**config.mk**
```make
export PLATFORM = sky130hd
export DESIGN_NAME = rv32i_ctrl_exec_flat
export DESIGN_NICKNAME = d
export VERILOG_FILES = /design/src/rtl/rv32i_ctrl_exec_if.sv /design/src/rtl/rv32i_ctrl_exec.sv /design/src/flat_wrapper.sv
export SDC_FILE = /design/constraint.sdc
export NUM_CORES = 1
export LEC_CHECK = 0
export CAP_MARGIN = 10
export CORE_MARGIN = 2
export CORE_UTILIZATION = 45
export CTS_CLUSTER_DIAMETER = 150
export DETAILED_ROUTE_END_ITERATION = 8
export HOLD_SLACK_MARGIN = 0.15
export PLACE_DENSITY_LB_ADDON = 0.1
export SLEW_MARGIN = 20
export SYNTH_ARGS = -nofsm -noshare
export SYNTH_HDL_FRONTEND = slang
export SYNTH_SLANG_ARGS = --single-unit
export TNS_END_PERCENT = 30
```
**constraint.sdc**
```tcl
create_clock -name clock -period 6.64 [get_ports clock]
set_input_delay 1.328 -clock clock [delete_from_list [all_inputs] [get_ports clock]]
set_output_delay 1.328 -clock clock [all_outputs]
set_load 0.005 [all_outputs]
```
**src/rtl/rv32i_ctrl_exec_if.sv**
```systemverilog
// D-stage inputs, D-stage controls and E-stage results of the RV32I control/execute block.
// The pipeline drives through the master modport; the block attaches through the slave modport.
interface rv32i_ctrl_exec_if;
  logic        flush;
  logic [6:0]  opcode_d;
  logic [2:0]  funct3_d;
  logic [6:0]  funct7_d;
  logic [31:0] imm_d;
  logic [31:0] pc_d;
  logic [31:0] rs1_data_d;
  logic [31:0] rs2_data_d;

  logic        regwen_d;
  logic        memrw_d;
  logic [1:0]  wbsel_d;
  logic [1:0]  access_size_d;

  logic [31:0] alu_out_e;
  logic        pcsel_e;
  logic        regwen_e;
  logic        memrw_e;
  logic [1:0]  wbsel_e;
  logic [1:0]  access_size_e;
  logic [2:0]  funct3_e;
  logic [31:0] rs2_data_e;

  modport master (
    output flush, opcode_d, funct3_d, funct7_d, imm_d, pc_d, rs1_data_d, rs2_data_d,
    input  regwen_d, memrw_d, wbsel_d, access_size_d,
    input  alu_out_e, pcsel_e, regwen_e, memrw_e, wbsel_e, access_size_e, funct3_e, rs2_data_e
  );

  modport slave (
    input  flush, opcode_d, funct3_d, funct7_d, imm_d, pc_d, rs1_data_d, rs2_data_d,
    output regwen_d, memrw_d, wbsel_d, access_size_d,
    output alu_out_e, pcsel_e, regwen_e, memrw_e, wbsel_e, access_size_e, funct3_e, rs2_data_e
  );
endinterface

```
**src/rtl/rv32i_ctrl_exec.sv**
```systemverilog
// RV32I decode controls, D->E pipeline register and execute stage (ALU + branch/jump redirect).
// Optional macro EXEC_SELF_FLUSH_EN: bubble the instruction that follows a taken redirect.
module rv32i_ctrl_exec (
  input logic              clock,
  input logic              reset,
  rv32i_ctrl_exec_if.slave bus
);
  localparam logic [6:0] OPC_LUI    = 7'b0110111;
  localparam logic [6:0] OPC_AUIPC  = 7'b0010111;
  localparam logic [6:0] OPC_JAL    = 7'b1101111;
  localparam logic [6:0] OPC_JALR   = 7'b1100111;
  localparam logic [6:0] OPC_BRANCH = 7'b1100011;
  localparam logic [6:0] OPC_LOAD   = 7'b0000011;
  localparam logic [6:0] OPC_STORE  = 7'b0100011;
  localparam logic [6:0] OPC_OPIMM  = 7'b0010011;
  localparam logic [6:0] OPC_OP     = 7'b0110011;

  typedef enum logic [1:0] {WB_DMEM = 2'd0, WB_ALU = 2'd1, WB_PC4 = 2'd2} wbsel_t;

  typedef struct packed {
    logic [6:0]  opcode;
    logic [2:0]  funct3;
    logic        alt;          // funct7[5]: SUB / SRA(I)
    logic [31:0] pc;
    logic [31:0] imm;
    logic [31:0] rs1;
    logic [31:0] rs2;
    logic        regwen;
    logic        memrw;
    wbsel_t      wbsel;
    logic [1:0]  access_size;
  } ereg_t;

  logic       d_regwen, d_memrw;
  wbsel_t     d_wbsel;
  logic [1:0] d_access_size;

  always_comb begin
    // NOTE: every signal gets a default before the case so no path can infer a latch.
    d_regwen      = 1'b0;
    d_memrw       = 1'b0;
    d_wbsel       = WB_DMEM;
    d_access_size = 2'd0;
    case (bus.opcode_d)
      OPC_LUI, OPC_AUIPC, OPC_OPIMM, OPC_OP: begin
        d_regwen = 1'b1;
        d_wbsel  = WB_ALU;
      end
      OPC_JAL, OPC_JALR: begin
        d_regwen = 1'b1;
        d_wbsel  = WB_PC4;
      end
      OPC_LOAD: begin
        d_regwen      = 1'b1;
        d_access_size = bus.funct3_d[1:0];
      end
      OPC_STORE: begin
        d_memrw       = 1'b1;
        d_access_size = bus.funct3_d[1:0];
      end
      default: ;
    endcase
  end

  assign bus.regwen_d      = d_regwen;
  assign bus.memrw_d       = d_memrw;
  assign bus.wbsel_d       = d_wbsel;
  assign bus.access_size_d = d_access_size;

  // Only funct7[5] carries meaning in RV32I; the rest is deliberately ignored.
  logic unused_funct7;
  assign unused_funct7 = ^{bus.funct7_d[6], bus.funct7_d[4:0]};

  ereg_t e;
  logic  pcsel;
  logic  self_flush;

`ifdef EXEC_SELF_FLUSH_EN
  assign self_flush = pcsel;
`else
  assign self_flush = 1'b0;
`endif

  always_ff @(posedge clock) begin
    // NOTE: sequential state uses non-blocking assignment so all registers update together.
    if (reset || bus.flush || self_flush) begin
      e <= '0;
    end else begin
      e <= '{opcode: bus.opcode_d, funct3: bus.funct3_d, alt: bus.funct7_d[5],
             pc: bus.pc_d, imm: bus.imm_d, rs1: bus.rs1_data_d, rs2: bus.rs2_data_d,
             regwen: d_regwen, memrw: d_memrw, wbsel: d_wbsel, access_size: d_access_size};
    end
  end

  logic [31:0] op_a, op_b, sum, sra_res, alu;
  logic [4:0]  shamt;
  logic        eq, lt, ltu, taken;

  assign op_a    = (e.opcode == OPC_AUIPC || e.opcode == OPC_JAL || e.opcode == OPC_BRANCH) ? e.pc : e.rs1;
  assign op_b    = (e.opcode == OPC_OP) ? e.rs2 : e.imm;
  assign sum     = op_a + op_b;
  assign shamt   = op_b[4:0];
  assign sra_res = $signed(op_a) >>> shamt;

  assign eq  = (e.rs1 == e.rs2);
  assign lt  = ($signed(e.rs1) < $signed(e.rs2));
  assign ltu = (e.rs1 < e.rs2);

  // funct3[2] picks the magnitude compares, funct3[1] their unsigned form, funct3[0] inverts.
  always_comb begin
    taken = 1'b0;
    if (e.funct3[2])       taken = (e.funct3[1] ? ltu : lt) ^ e.funct3[0];
    else if (!e.funct3[1]) taken = eq ^ e.funct3[0];
  end

  always_comb begin
    alu   = 32'd0;
    pcsel = 1'b0;
    case (e.opcode)
      OPC_LUI:                      alu = e.imm;
      OPC_AUIPC, OPC_LOAD, OPC_STORE: alu = sum;
      OPC_JAL: begin
        alu   = sum;
        pcsel = 1'b1;
      end
      OPC_JALR: begin
        alu   = {sum[31:1], 1'b0};
        pcsel = 1'b1;
      end
      OPC_BRANCH: begin
        alu   = sum;
        pcsel = taken;
      end
      OPC_OPIMM, OPC_OP: begin
        case (e.funct3)
          3'b000:  alu = (e.opcode == OPC_OP && e.alt) ? op_a - op_b : sum;
          3'b001:  alu = op_a << shamt;
          3'b010:  alu = {31'd0, $signed(op_a) < $signed(op_b)};
          3'b011:  alu = {31'd0, op_a < op_b};
          3'b100:  alu = op_a ^ op_b;
          3'b101:  alu = e.alt ? sra_res : op_a >> shamt;
          3'b110:  alu = op_a | op_b;
          default: alu = op_a & op_b;
        endcase
      end
      default: ;
    endcase
  end

  assign bus.alu_out_e     = alu;
  assign bus.pcsel_e       = pcsel;
  assign bus.regwen_e      = e.regwen;
  assign bus.memrw_e       = e.memrw;
  assign bus.wbsel_e       = e.wbsel;
  assign bus.access_size_e = e.access_size;
  assign bus.funct3_e      = e.funct3;
  assign bus.rs2_data_e    = e.rs2;
endmodule

```
**src/flat_wrapper.sv**
```systemverilog
// flat-port wrapper written by rule: the top's interface ports become plain ports
module rv32i_ctrl_exec_flat 
  (clock, reset, bus_flush, bus_opcode_d, bus_funct3_d, bus_funct7_d, bus_imm_d, bus_pc_d, bus_rs1_data_d, bus_rs2_data_d, bus_regwen_d, bus_memrw_d, bus_wbsel_d, bus_access_size_d, bus_alu_out_e, bus_pcsel_e, bus_regwen_e, bus_memrw_e, bus_wbsel_e, bus_access_size_e, bus_funct3_e, bus_rs2_data_e);
  rv32i_ctrl_exec_if bus_i ();
  input logic clock;
  input logic reset;
  input wire logic [$bits(bus_i.flush)-1:0] bus_flush;
  input wire logic [$bits(bus_i.opcode_d)-1:0] bus_opcode_d;
  input wire logic [$bits(bus_i.funct3_d)-1:0] bus_funct3_d;
  input wire logic [$bits(bus_i.funct7_d)-1:0] bus_funct7_d;
  input wire logic [$bits(bus_i.imm_d)-1:0] bus_imm_d;
  input wire logic [$bits(bus_i.pc_d)-1:0] bus_pc_d;
  input wire logic [$bits(bus_i.rs1_data_d)-1:0] bus_rs1_data_d;
  input wire logic [$bits(bus_i.rs2_data_d)-1:0] bus_rs2_data_d;
  output wire logic [$bits(bus_i.regwen_d)-1:0] bus_regwen_d;
  output wire logic [$bits(bus_i.memrw_d)-1:0] bus_memrw_d;
  output wire logic [$bits(bus_i.wbsel_d)-1:0] bus_wbsel_d;
  output wire logic [$bits(bus_i.access_size_d)-1:0] bus_access_size_d;
  output wire logic [$bits(bus_i.alu_out_e)-1:0] bus_alu_out_e;
  output wire logic [$bits(bus_i.pcsel_e)-1:0] bus_pcsel_e;
  output wire logic [$bits(bus_i.regwen_e)-1:0] bus_regwen_e;
  output wire logic [$bits(bus_i.memrw_e)-1:0] bus_memrw_e;
  output wire logic [$bits(bus_i.wbsel_e)-1:0] bus_wbsel_e;
  output wire logic [$bits(bus_i.access_size_e)-1:0] bus_access_size_e;
  output wire logic [$bits(bus_i.funct3_e)-1:0] bus_funct3_e;
  output wire logic [$bits(bus_i.rs2_data_e)-1:0] bus_rs2_data_e;
  assign bus_i.flush = bus_flush;
  assign bus_i.opcode_d = bus_opcode_d;
  assign bus_i.funct3_d = bus_funct3_d;
  assign bus_i.funct7_d = bus_funct7_d;
  assign bus_i.imm_d = bus_imm_d;
  assign bus_i.pc_d = bus_pc_d;
  assign bus_i.rs1_data_d = bus_rs1_data_d;
  assign bus_i.rs2_data_d = bus_rs2_data_d;
  assign bus_regwen_d = bus_i.regwen_d;
  assign bus_memrw_d = bus_i.memrw_d;
  assign bus_wbsel_d = bus_i.wbsel_d;
  assign bus_access_size_d = bus_i.access_size_d;
  assign bus_alu_out_e = bus_i.alu_out_e;
  assign bus_pcsel_e = bus_i.pcsel_e;
  assign bus_regwen_e = bus_i.regwen_e;
  assign bus_memrw_e = bus_i.memrw_e;
  assign bus_wbsel_e = bus_i.wbsel_e;
  assign bus_access_size_e = bus_i.access_size_e;
  assign bus_funct3_e = bus_i.funct3_e;
  assign bus_rs2_data_e = bus_i.rs2_data_e;
  rv32i_ctrl_exec u_core (.clock(clock), .reset(reset), .bus(bus_i));
endmodule
```
# Word-level counts from Yosys, hierarchy flattened
# Cells that the tools add are included.
dict set report totals {
  word_cells 75
  reg_bits 145
  mem_count 0
  output_inout_bits 80
  latch_bits 0
  mem_bits_ro 0
  inputBits 148
  ram_bits 0
}
dict set report op_classes {
  n_mul 0
  mux 14
  n_bitwise 5
  order_cmp 4
  div 0
  reduce_logical 12
  n_eq_ne 24
  add_sub_neg 2
  n_shift 3
}
# operator count
set ops {}
lappend ops {{$pmux W32 S7} 1}
lappend ops {{$lt A32 B32 Y1} 4}
lappend ops {{$mux W32} 4}
lappend ops {{$pmux W32 S4} 1}
lappend ops {{$eq A7 B6 Y1 const B} 6}
lappend ops {{$eq A7 B7 Y1 const B} 5}
lappend ops {{$add A32 B32 Y32} 1}
lappend ops {{$and A32 B32 Y32} 1}
lappend ops {{$eq A32 B32 Y1} 1}
lappend ops {{$or A32 B32 Y32} 1}
lappend ops {{$shl A32 B5 Y32} 1}
lappend ops {{$shr A32 B5 Y32} 1}
lappend ops {{$sshr A32 B5 Y32} 1}
lappend ops {{$sub A32 B32 Y32} 1}
lappend ops {{$xor A32 B32 Y32} 1}
lappend ops {{$eq A7 B5 Y1 const B} 4}
lappend ops {{$eq A7 B2 Y1 const B} 2}
lappend ops {{$eq A3 B3 Y1 const B} 3}
lappend ops {{$reduce_or A2 Y1} 4}
lappend ops {{$reduce_or A7 Y1} 1}
lappend ops {{$eq A3 B2 Y1 const B} 2}
lappend ops {{$mux W1} 5}
lappend ops {{$reduce_or A5 Y1} 1}
lappend ops {{$pmux W2 S2} 1}
lappend ops {{other kinds (8)} 11}

# Longest topological paths before layout
dict set report depth {
  depth_word 8
  ltp_mapped 23
  depth_no_buf 18
}

# Worst setup path after synthesis
# Ideal clock, no wire load.
dict set report synth_path {
  path_kind {register to output}
  from {register u_core.e[141] in the netlist's numbering}
  to {output bus_alu_out_e[26]}
  n_path_buf 5
  arrival_ns 5.150
  stages_incl_launch_ff 23
  slack_ns 0.162
  required_ns 5.312
  cell_sequence {dfxtp_1 -> buf_2 -> nand4bb_1 -> or3_1 -> buf_2 -> nand2_1 -> buf_2 -> buf_1 -> buf_1 -> a21o_1 -> inv_1 -> ha_1 -> fa_1 -> nand2b_1 -> a2111oi_0 -> o311a_1 -> a31oi_1 -> o211a_1 -> a2111oi_0 -> o22ai_1 -> xnor2_1 -> or3_1 -> o211ai_1}
}
dict set report synth_via {
  elab_chain_len 8
  word_cells_on_any_way 28
}
# element line_no
set synth_rtl {}
lappend synth_rtl {{from (decl)} rv32i_ctrl_exec.sv:74} ;# ereg_t e;
lappend synth_rtl {{from (signal assigned)} rv32i_ctrl_exec.sv:89} ;# e <= '{opcode: bus.opcode_d, funct3: bus.funct3_d, alt: bus.funct7_d[5],
lappend synth_rtl {{$eq A7 B5 Y1 or $eq A7 B7 Y1 (tied branches)} {rv32i_ctrl_exec.sv:99, rv32i_ctrl_exec.sv:119}}
lappend synth_rtl {{$logic_or A1 B1 Y1 (2 in series)} rv32i_ctrl_exec.sv:99} ;# assign op_a = (e.opcode == OPC_AUIPC || e.opcode == OPC_JAL || e.opcode == OPC_BRANCH) ? e.pc : e.rs1;
lappend synth_rtl {{$mux W32} rv32i_ctrl_exec.sv:99}
lappend synth_rtl {{$add A32 B32 Y32 (tied with other cells)} rv32i_ctrl_exec.sv:101} ;# assign sum = op_a + op_b;
lappend synth_rtl {{$mux W32 (on tied branches)} {rv32i_ctrl_exec.sv:136, rv32i_ctrl_exec.sv:141}}
lappend synth_rtl {{$pmux W32 S7} rv32i_ctrl_exec.sv:135} ;# case (e.funct3)
lappend synth_rtl {{$pmux W32 S4 *} rv32i_ctrl_exec.sv:119} ;# case (e.opcode)
lappend synth_rtl {{to (decl)} flat_wrapper.sv:19} ;# output wire logic [$bits(bus_i.alu_out_e)-1:0] bus_alu_out_e;
# Mark *: on every way between the ends. The rest lies on a longest branch, timed or not.

# Worst setup path in the final report
dict set report layout_path {
  from {register u_core.e[144] in the netlist's numbering}
  to {output bus_alu_out_e[0]}
}
# The elaborated chain is that of the path after synthesis.

==> metrics.yaml <==
status: "finished, violations left"
violations: "setup timing"
routed.top_layer: "met5"
fin_nets: 3068
grt_first_pass_wirelength_um: 135000
async_flop_share_pct: 0
wl_per_cell_um: 28.3
first_pass_iters: 7
hold_depth: 2
synthFlopType: "dfxtp_1"
die_x_um: 205
hold_ws_ps: 1390
yosysWarnings: 0
wl_met1_um: 36000
synth_top_family_by_area: "compound AO/OA/AOI/OAI gates"
power_uw: 3050
synthMuxAreaShare_pct: 10.1
critPathLaunchType: "register"
max_cap_viol_count: 0
yosysTopAreaCell: "dfxtp_1"
die_area_um2: 41900
start_util_pct: 45.7
synth_edf_count: 0
critPathMaxStageDelay_ps: 420
finalCritPeriodShare_pct: 101
wl_um: 93900
grt-ovfl-total: 0
synth-xor-area-share_pct: 2.32
yosys.area_share.simple_pct: 22.2
area_growth_pct: 30.8
ys_seq_area_share_pct: 16.0
gp_congestion: 1.09
cp_slowest_cell: "fa_2"
synth_fp_nets: 2732
io_pins: 228
finalSetupViolCount: 2
hpwl_um: 72500
cp_max_fo: 7
fin_crit_ps: 6730
crit_arrival_ps: 5410
tritoncts: "yes"
cts_buffers: 17
grt_pass1_vias: 20796
max_freq_ghz: 0.149
clockBufferDepth: 2
hold_violations: 0
peakVddDrop_v: 0.000220
syn_area_per_cell_um2: 7.42
fin_tns_setup_ps: -126
die_h_um: 205
coreArea_um2: 39700
max_slew_margin_pct: 30.6
io_buffers: 221
syn_inst: 2444
critPathCapture: "bus_alu_out_e[0]"
leakage_uw: 0.0102
worst_pin_slew_ps: 1040
wl_met2_um: 39500
synth-adder-area-share_pct: 9.74
required_ps: 5310
root_buffer: "clkbuf_16"
dpl_worst_slack_ps: -388
viasPerCell: 6.59
htree_levels: 4
synth_compound_area_share_pct: 30.6
layout-drive-gt1-share_pct: 19.7
final_antenna_net_count: 0
clk_pin_slew_ps: 70
synth.top_cell.area_share_pct: 16.0
synthesis.area_um2: 18100
grt_max_degree: 81
min_path_type: "input pin to register"
synth_cell_type_count: 96
path_class: "register to output port"
maxSlewViolCount: 0
ys_ff_latch: 145
power_density_nw_per_um2: 129
rsz0062_at_grt: "true"
startpoint: "u_core.e[144]$_SDFF_PP0_"
rows: 73
wl_met3_um: 12200
drc: 0
yosys-top-cells-area: "dfxtp_1 16%, ha_1 9.5%, a21oi_1 5.2%"
drt_iter0_drc: 3179
num_antenna_cells: 0
grt_use_total_pct: 43.7
antenna_found_initial: 6
worstSetupEndpointType: "output port"
num_vias: 21873
crit_chain: "nand4bb_1 -> or3_4 -> nand2_4 -> a21o_1 -> inv_1 -> ha_4 -> fa_2 -> nand2b_4 -> a2111oi_4 -> buf_4 -> o311a_4 -> a31oi_4 -> o211ai_1 -> buf_4 -> a21oi_1 -> buf_4 -> o311a_4 -> nor2_2 -> buf_4 -> o41ai_4 -> a211o_1 -> dlygate4sd2_1"
fin_ws_ps: -93.6
clock-sinks: 145
cp_common_cell: "buf_4"
registers in the layout, summed over array words and instances (netlist names):
signal / cells
u_core.bus.rs2_data_e: 32
u_core.bus.wbsel_e: 2
u_core.bus.regwen_e: 1
u_core.bus.funct3_e: 3
u_core.bus.access_size_e: 2
u_core.bus.memrw_e: 1
u_core.e: 104
how the worst min path moves through the flow:
stage | from | to | slack [ps]
6_report | bus_pc_d[6] | u_core.e[108]$_SDFF_PP0_ | 1390
5_1_grt | bus_pc_d[6] | u_core.e[108]$_SDFF_PP0_ | 1380
4_1_cts | bus_pc_d[6] | u_core.e[108]$_SDFF_PP0_ | 1360
3_5_place_dp | bus_funct3_d[2] | u_core.bus.funct3_e[2]$_SDFF_PP0_ | 1890
3_3_place_gp | bus_funct3_d[2] | u_core.bus.funct3_e[2]$_SDFF_PP0_ | 1890
2_1_floorplan | reset | u_core.bus.wbsel_e[0]$_SDFF_PP0_ | 1400
worst max-delay path: cells and delay by family, from the launching register on:
family	cells	cell delay [ps]
AO/OA/AOI/OAI	9	1940
buffers and inverters	6	1020
AND/OR/NAND/NOR	5	970
adder cells (fa/ha/maj)	2	620
flip-flops	1	350
area by class of cell:
class	count	area, um^2
repair buffers	545	4790
clock inverters	12	133
fillers	3669	16000
well taps	525	657
flip-flops and latches	145	2910
multi-input cells	1938	14300
clock buffers	20	447
inverters	133	500
layout by cell type, fill, tap and decap left out, types with 85 or more instances in the layout:
master / n
a21oi_1: 177
and2_1: 149
buf_4: 311
clkdlybuf4s50_1: 206
dfxtp_1: 143
ha_1: 127
inv_1: 127
mux2i_1: 85
nand2_1: 222
nor2_1: 164
o21ai_0: 100
kinds of logic (layout without fill, tap and decap cells):
logic type	after synthesis	after routing
compound gates	799	799
flops	145	145
simple gates	814	814
xor+xnor	48	48
fa+ha+maj	140	140
buf+inv	361	710
mux	137	137
Yosys cell counts, drive strengths merged, types with 35 or more instances:
| cell | instances |
|---|---|
| mux4 | 35 |
| nand2 | 230 |
| buf | 111 |
| mux2i | 88 |
| a211oi | 62 |
| nor2 | 174 |
| xnor2 | 42 |
| and2 | 151 |
| clkbuf | 117 |
| nand2b | 51 |
| o21ai | 123 |
| ha | 138 |
| a21o | 71 |
| nand3 | 61 |
| a21oi | 190 |
| dfxtp | 145 |
| inv | 131 |
| nor3 | 41 |
metrics by stage:
stage                     cells  area [um^2]  utilization (%)
after CTS                  3309        23300             58.7
after floorplan            2444        18100                -
after global placement     3268        22300             56.1
final                      3318        23700             59.7
after global routing       3318        23700             59.7
after detailed placement   3268        22300             56.1
what timing repair did:
action	CTS	global route
endpoints found under the hold margin	0	0
setup endpoints to repair	21	23
resized for setup	78	74
hold buffers	0	0
setup buffers	9	8
gates cloned	0	0
pin swaps	20	27
metal layers:
metal	vias up	track usage, %
met1	10350	54.5
met5	-	0
met2	1611	65.5
li1	9535	-
met4	8	24.6
met3	369	14.9
power breakdown:
group / total (uW) / internal, uW / switching [uW] / leakage [uW]
Sequential: 965 / 905 / 60.0 / 0.00119
Clock: 992 / 562 / 430 / 0.000277
Combinational: 1100 / 484 / 611 / 0.00870
No activity file was read; power rests on OpenSTA's default activity.
==> RTL change (same settings) <==
Remove the case item `3'b000` of the case on `e.funct3`.
--- a/src/rtl/rv32i_ctrl_exec.sv
+++ b/src/rtl/rv32i_ctrl_exec.sv
@@ -134,5 +134,4 @@
       OPC_OPIMM, OPC_OP: begin
         case (e.funct3)
-          3'b000:  alu = (e.opcode == OPC_OP && e.alt) ? op_a - op_b : sum;
           3'b001:  alu = op_a << shamt;
           3'b010:  alu = {31'd0, $signed(op_a) < $signed(op_b)};
Function: changed (a bounded check fails within 4 cycles, from zero or initial values).
==> RTL change against the unedited design <==
- count of clock-buffer cells in the layout shrank 1
- setup slack gained 0.11 ns
- wire length shrank 15%
- largest power group is now clock
- design area shrank 16%
- sequential cell count is the same
- core utilization shrank 3.2 points
- final cell count shrank 14%
- critical path type unchanged
- total power shrank 7.7%
- area after synthesis shrank 11%
- sequential power shrank 0.4%
==> RTL change: results (changes against the unedited design) <==
Synthesis
The commonest cells after synthesis are sky130_fd_sc_hd__nand2_1, sky130_fd_sc_hd__a21oi_1, sky130_fd_sc_hd__and2_1. The number of synthesis warnings is 0 (unchanged). The XOR/XNOR share of the synthesized area is 0.0152 (-0.00794). The portion of netlist area occupied by mux cells was 0.0760 (-0.0249).

The proportion of synthesized flip-flops having asynchronous set or reset was 0 (unchanged). The post-synthesis net count came to 2477 (-9.3%). In the post-synthesis netlist, the biggest area contributors are sky130_fd_sc_hd__dfxtp_1, sky130_fd_sc_hd__ha_1, sky130_fd_sc_hd__nand2_1, sky130_fd_sc_hd__and2_1, sky130_fd_sc_hd__mux2i_1.

The post-synthesis adder-cell area fraction is 0.102 (+0.00413). The number of different library cells in the post-synthesis netlist is 95 (-1.0%). The register area share after synthesis was 0.180 (+0.0203). The fraction of the mapped netlist area in compound gates is 0.307 (+0.000639).

Drt
The routed length per instance is 27.9 um (-1.5%). The number of detailed-route iterations in the first pass is 6 (-1). The number of violations reported at the end of detailed-routing iteration 0 was 2440 (-23%).

The per-cell via count in the routed design came to 6.53 (-0.98%).

Final layout
The fraction of final layout cells sized beyond drive strength 1 is 0.120 (-0.0763). The final-layout fill cell count is 3362 (-8.4%). The number of flip-flops under the largest register name is 104 (unchanged). The count of nets after finishing is 2660 (-13%). More flip-flops sit in one register than any other, and that register is u_core.e.

CTS
The clock root buffer is sky130_fd_sc_hd__clkbuf_16. The number of buffers added by the clock tree synthesis step is 17 (unchanged). The number of hold buffers added after cts came to 0 (unchanged). The maximum level of the CTS H-tree was 4 (unchanged). The buffer levels on the longest clock path is 2 (unchanged). The clock transition time at the flip-flop clock pins of the worst setup and hold paths is 0.09 ns (+0.02 ns).

GRT
The global-route wire length before repair is 113 mm (-16%). The number of antenna violations at the first check in global routing was 3 (-3). The global router's overall resource usage is 0.416 (-0.0213).

The number of global-route vias before repair is 17200 (-17%). The maximum number of pins on one net before global-route repair is 81 (unchanged). The global route total overflow is 0 (unchanged).

Worst hold path
The kind of path behind the tightest hold check is in -> reg.

Status
The run finished with clean final reports.

Placed design
The routability congestion estimate from global placement is 1.08 (-0.55%). The count of buffers from port buffering was 221 (unchanged). The detailed-placement wirelength estimate is 61.2 mm (-16%).

Setup path
The largest individual stage delay along the critical path comes from the cell sky130_fd_sc_hd__clkdlybuf4s50_1. Broken down by cell family, the worst path's largest delay share belongs to compound AO/OA/AOI/OAI gates. The worst-path maximum fanout is 36 (+29). The maximum cell stage delay along the critical path is 0.53 ns (+0.11 ns).

STA
The transition time of the tightest slew-check pin is 1.07 ns (+0.0372 ns).

Pwr
The worst voltage drop across the vdd grid is 0.186 mV (-15%). The leakage power came to 8.00 nW (-21%).
## RTL change: where the power goes
part	internal, mW	switching [mW]
registers	0.904	0.0570
logic	0.327	0.471
clock network	0.599	0.458
total	1.83	0.986
## RTL change: per-stage QoR
step / setup slack (ns) / std cells / instance area [um2]
6_report: 0.0116 / 2857 / 20000
5_1_grt: -0.00413 / 2856 / 20000
2_1_floorplan: 0.372 / 2199 / 16100
3_3_place_gp: 0.169 / 2814 / 19000
3_5_place_dp: 0.146 / 2814 / 19000
4_1_cts: 0.0191 / 2848 / 19700
## RTL change: metal layers
| metal | GRT usage | vias to the layer above | wire length [um] |
|---|---|---|---|
| met4 | 0.310 | 2 | 6870 |
| met2 | 0.628 | 1264 | 33700 |
| met1 | 0.518 | 8803 | 30400 |
| li1 | - | 8313 | - |
| met3 | 0.0919 | 267 | 8660 |
| met5 | 0 | - | 18 |
## RTL change: layout make-up
class                      instances  area, um2  area share
tap                              461        577      0.0288
sequential                       145       2910       0.146
clock buffer                      19        433      0.0216
inverter                         128        482      0.0241
timing repair buffer             370       3410       0.171
multi-input combinational       1720      12000       0.600
antenna                            1       2.50    0.000125
clock inverter                    13        176     0.00882
## RTL change: worst paths after layout
kind                         from  cells past startpoint  slack (ns)                      to
setup / recovery    u_core.e[144]                     14        0.01        bus_alu_out_e[3]
hold / removal    bus_funct3_d[2]                      2        1.41  u_core.bus.funct3_e[2]
## RTL change: timing repair
action,CTS,global route
setup buffers,2,7
gates cloned,0,0
endpoints found under the setup margin,8,15
pin swaps,1,9
resized for setup,14,37
